$ cat config.mk
export PLATFORM = sky130hd
export DESIGN_NAME = pipewb
export DESIGN_NICKNAME = d
export VERILOG_FILES = /design/src/rtl/pipewb.sv
export SDC_FILE = /design/constraint.sdc
export NUM_CORES = 1
export LEC_CHECK = 0
export CAP_MARGIN = 0
export CORE_UTILIZATION = 44
export DETAILED_ROUTE_END_ITERATION = 7
export PLACE_DENSITY = 0.83
export SLEW_MARGIN = 20
export SYNTH_ARGS = -nofsm -noshare
export SYNTH_HDL_FRONTEND = slang
export SYNTH_SLANG_ARGS = --single-unit
$ cat constraint.sdc
create_clock -name clk -period 2.1 [get_ports clk]
set_input_delay 0.42 -clock clk [delete_from_list [all_inputs] [get_ports clk]]
set_output_delay 0.42 -clock clk [all_outputs]
set_load 0.02 [all_outputs]
$ cat src/rtl/pipewb.sv
// Write-back stage: MEM/WB pipeline register, load-response wait, load-data
// extension and write-back mux driving the register-file write port.
module pipewb (
  input  logic        clk,
  input  logic        rst,
  input  logic        mem_valid,
  input  logic        mem_RegWrite,
  input  logic        mem_Memread,
  input  logic [4:0]  mem_rd,
  input  logic [1:0]  mem_WDSel,
  input  logic [3:0]  mem_ls,
  input  logic [31:0] mem_aluout,
  input  logic [31:0] mem_pc,
  input  logic [31:0] dm_rdata,
  input  logic        dm_rvalid,
  output logic        RegWrite,
  output logic [4:0]  rd,
  output logic [31:0] WD,
  output logic        wb_stall,
  output logic [1:0]  state_dbg
);

  // Handshake: dm_rvalid is a one-cycle valid strobe with no ready; it is
  // consumed only while a load is outstanding. wb_stall acts as the inverse
  // of ready toward MEM: a MEM instruction is taken on any edge with wb_stall=0.
  typedef enum logic [1:0] {
    IDLE   = 2'd0,
    LWAIT  = 2'd1,
    LWRITE = 2'd2
  } state_t;

  localparam logic [3:0] LS_LH  = 4'd1;
  localparam logic [3:0] LS_LHU = 4'd2;
  localparam logic [3:0] LS_LB  = 4'd3;
  localparam logic [3:0] LS_LBU = 4'd4;

  state_t      state, state_next;
  logic        capture;

  logic        wb_valid;
  logic        wb_regwrite;
  logic        wb_memread;
  logic [4:0]  wb_rd;
  logic [1:0]  wb_wdsel;
  logic [3:0]  wb_ls;
  logic [31:0] wb_aluout;
  logic [31:0] wb_pc;
  logic [31:0] ldata;

  logic [15:0] half;
  logic [7:0]  byte_sel;
  logic [31:0] load_val;

  always_ff @(posedge clk) begin
    if (rst) begin
      state       <= IDLE;
      wb_valid    <= 1'b0;
      wb_regwrite <= 1'b0;
      wb_memread  <= 1'b0;
      wb_rd       <= 5'd0;
      wb_wdsel    <= 2'd0;
      wb_ls       <= 4'd0;
      wb_aluout   <= 32'd0;
      wb_pc       <= 32'd0;
      ldata       <= 32'd0;
    end else begin
      state <= state_next;
      if (capture) begin
        wb_valid    <= mem_valid;
        wb_regwrite <= mem_RegWrite;
        wb_memread  <= mem_Memread;
        wb_rd       <= mem_rd;
        wb_wdsel    <= mem_WDSel;
        wb_ls       <= mem_ls;
        wb_aluout   <= mem_aluout;
        wb_pc       <= mem_pc;
      end
      if (state == LWAIT && dm_rvalid) begin
        ldata <= dm_rdata;
      end
    end
  end

  always_comb begin
    state_next = state;
    capture    = 1'b0;
    case (state)
      IDLE, LWRITE: begin
        capture    = 1'b1;
        state_next = (mem_valid && mem_Memread) ? LWAIT : IDLE;
      end
      LWAIT: begin
        if (dm_rvalid) state_next = LWRITE;
      end
      default: begin
        state_next = IDLE;
      end
    endcase
  end

  // Halfword picks by address bit 1 only; misaligned halfwords use the containing one.
  always_comb begin
    half     = wb_aluout[1] ? ldata[31:16] : ldata[15:0];
    byte_sel = 8'd0;
    case (wb_aluout[1:0])
      2'd0: byte_sel = ldata[7:0];
      2'd1: byte_sel = ldata[15:8];
      2'd2: byte_sel = ldata[23:16];
      2'd3: byte_sel = ldata[31:24];
      default: byte_sel = 8'd0;
    endcase
    case (wb_ls)
      LS_LH:   load_val = {{16{half[15]}}, half};
      LS_LHU:  load_val = {16'd0, half};
      LS_LB:   load_val = {{24{byte_sel[7]}}, byte_sel};
      LS_LBU:  load_val = {24'd0, byte_sel};
      default: load_val = ldata;
    endcase
  end

  always_comb begin
    WD = 32'd0;
    case (wb_wdsel)
      2'b00:   WD = wb_aluout;
      2'b01:   WD = load_val;
      2'b10:   WD = wb_pc + 32'd4;
      default: WD = 32'd0;
    endcase
  end

  assign wb_stall  = (state == LWAIT);
  assign RegWrite  = wb_valid && wb_regwrite && (wb_rd != 5'd0) && (state != LWAIT);
  assign rd        = wb_rd;
  assign state_dbg = state;

  // Memread is carried with the instruction but the FSM already tracks load progress.
  logic unused_ok;
  assign unused_ok = wb_memread;

endmodule

==> flow_summary.ini <==
[synth]
synth_top_family_by_area = simple AND/OR/NAND/NOR gates
synth-simple-area-share = 0.220
ys_seq_elements = 111
synth_compound_area_frac = 0.158
yosysWarningCount = 0
synthesis.nets = 829
syn_area_um2 = 5770
ys_seq_area_frac = 0.385
synth_xor_area_frac = 0.0364
synth_cell_types = 59
synth_cells = 715
synthMuxAreaShare = 0.155
ys.flop_type = dfxtp_1
synthAdderAreaFrac = 0.00217
ys_async_sr_fraction = 0
synth_edf_count = 0
syn_avg_cell_area_um2 = 8.07

[sta]
post-route-min-period_ns = 2.66
worst_slack_ns = -0.557
timing.final.crit_share = 1.27
fmax_ghz = 0.376
rsz0062_at_grt = yes
clock_skew_ns = 0.00666
hold_slack_ns = 0.476
slew_viol_final = 0
worst_pin_slew_ns = 0.602
slew-limit-headroom = 0.599
setup_viol = 32
fin_tns_setup_ns = -13.86
hold_viol_final = 0

[status]
outcome = finished, violations left
violations = setup timing

[grt]
grt_max_degree = 112
grt_pass1_wl_mm = 31.6
grt_pass1_vias = 6207
antenna_found_initial = 0
overflow = 0
grt_usage = 0.308

[routing]
wl_per_cell_um = 18.6
drc = 0
ant_nets = 0
first_pass_iters = 5
wirelength_mm = 21.3
drt_first_iter_violations = 636
routed_via_density = 5.73
vias = 6563

[pwr]
p_int_mw = 3.94
clkPwrFrac = 0.310
swShare = 0.292
p_leak_nw = 3.66
pwr_density_cell_nw_per_um2 = 591
comb_power_share = 0.273
power_frac_seq = 0.417
total_power_mw = 5.57
switching_power_mw = 1.63
ir_drop_uv = 560

[placement]
dpl_worst_slack_ns = -0.672
gp_congestion = 0.927
dpl.hpwl_mm = 14.8
place_area_um2 = 8320
portBuffers = 153

[worst_setup_path]
crit_top_cell = or4_4
crit_fanout = 4
cp_slowest_cell = or4_4
worstPathArrival_ns = 2.24
slowest_delay_ns = 0.57
worstSetupPathType = register to output port
cp.required_ns = 1.68
cp-start-kind = register
cp_cell_sequence = and4_4, nand2_2, or4_4, or4_4, nand3_2, buf_6
critPathCaptureType = output port

[clock_tree]
cts_buffers = 9
cts-root-buf = clkbuf_16
cts_buffer_depth = 2
cts_sinks = 111
cts_tree = yes
clk_pin_slew_ns = 0.07
clock_latency_ns = 0.37
htreeDepth = 3
hold_buffers = 0

[die]
initial_core_util = 0.453
ios = 154
die_x_um = 116
rows = 41
dieArea_um2 = 13600
die_h_um = 116
core_area_um2 = 12700

[layout]
finish.net_count = 1082
syn_to_final_growth_pct = 63.3
drive_gt1_frac = 0.328
final_area_um2 = 9420
n_antenna_cell = 0

[worst_hold_path]
hold_class = register to register

[job]
max_cap_viol_count = 0
per-stage QoR:
stage          instances   util
6_report            1145  0.740
5_1_grt             1145  0.740
4_1_cts             1137  0.713
3_5_place_dp        1105  0.654
3_3_place_gp        1105  0.654
2_1_floorplan        715      -
placed cells by master (no fill, tap or decap), drive strengths merged, types with 5 or more instances in the layout:
cell type      instances
a32o                   7
a22oi                  5
mux2i                 86
nor2                 115
and3                   6
buf                  174
a221oi                 9
a21oi                 57
o21ai                 37
a211o                  8
clkdlybuf4s50        119
and4                   6
xor2                   9
clkbuf                 9
dfxtp                111
nand3                 26
nand4                  9
xnor2                 15
nand2                 91
inv                   11
path summary, 6_finish.rpt:
kind,startpoint,cells past startpoint,slack [ns],endpoint
max,wb_pc[10],6,-0.56,WD[27]
min,ldata[6],2,0.48,ldata[6]
max reg2reg,state_dbg[1],6,0.73,ldata[8]
min reg2reg,ldata[6],2,0.48,ldata[6]
per-layer routing:
metal,global-route usage,up-vias,wire (um)
met5,0,-,0
met4,0.166,0,857
met3,0.0607,79,1700
met2,0.503,373,10100
met1,0.384,3098,8640
li1,-,3013,-
flip-flops by register name, indices dropped and copies added, names as in the netlist:
name	flops
wb_regwrite	1
wb_pc	32
wb_wdsel	2
ldata	32
rd	5
wb_ls	4
wb_aluout	32
state_dbg	2
wb_valid	1
what timing repair did:
| item | 4_1_cts | 5_1_grt |
|---|---|---|
| endpoints found under the setup margin | 32 | 33 |
| gates cloned | 0 | 0 |
| buffers inserted | 17 | 9 |
| endpoints found under the hold margin | 0 | 0 |
| gates resized for setup | 258 | 74 |
| pin swaps | 38 | 40 |
area by class of cell:
type                    instances  area, um^2
well taps                     172         215
repair buffers                294        2740
fillers                       874        3300
multi-input cells             541        3870
clock buffers                   9         225
flip-flops and latches        111        2260
inverters                      11        41.3
clock inverters                 7        72.6
cells in the mapped netlist, drive strengths merged (3+ instances only):
library cell / n / area, um^2
dfxtp: 111 / 2220
xor2: 9 / 78.8
nor4: 3 / 18.8
and2: 3 / 18.8
nand3: 26 / 130
nand4: 9 / 56.3
a211o: 8 / 70.1
a21oi: 57 / 285
and4: 6 / 60.1
a21boi: 4 / 30.0
nand2b: 4 / 25.0
clkbuf: 47 / 179
nor2b: 3 / 18.8
a32o: 7 / 70.1
xnor2: 15 / 131
or2: 3 / 18.8
a221oi: 9 / 78.8
o21ai: 37 / 185
nor3: 4 / 20.0
or4: 4 / 30.0
mux2i: 86 / 861
nor2: 115 / 432
and3: 6 / 43.8
a22oi: 5 / 37.5
inv: 10 / 37.5
a311oi: 4 / 35.0
nand2: 91 / 344
buf: 5 / 27.5
worst max-delay path, delay by kind of cell (launching register included):
kind / cells / cell delay (ns)
AND/OR/NAND/NOR: 5 / 1.41
buffers and inverters: 1 / 0.12
flip-flops: 1 / 0.33
power by group through the flow:
stage / Combinational, mW / Sequential (mW) / Clock [mW]
3_5_place_dp: 1.32 / 2.36 / 0
3_3_place_gp: 1.30 / 2.35 / 0
4_1_cts: 1.41 / 2.31 / 1.74
6_report: 1.52 / 2.32 / 1.72
2_1_floorplan: 0.609 / 2.36 / 0
5_1_grt: 1.61 / 2.33 / 1.82
cells by family after synthesis:
kind of cell             count (synthesis)
AO/OA/AOI/OAI                          145
XOR/XNOR                                24
AND/OR/NAND/NOR                        283
flip-flops                             111
multiplexers                            88
buffers and inverters                   63
adder cells (fa/ha/maj)                  1
Power figures use the tool's default switching activity.
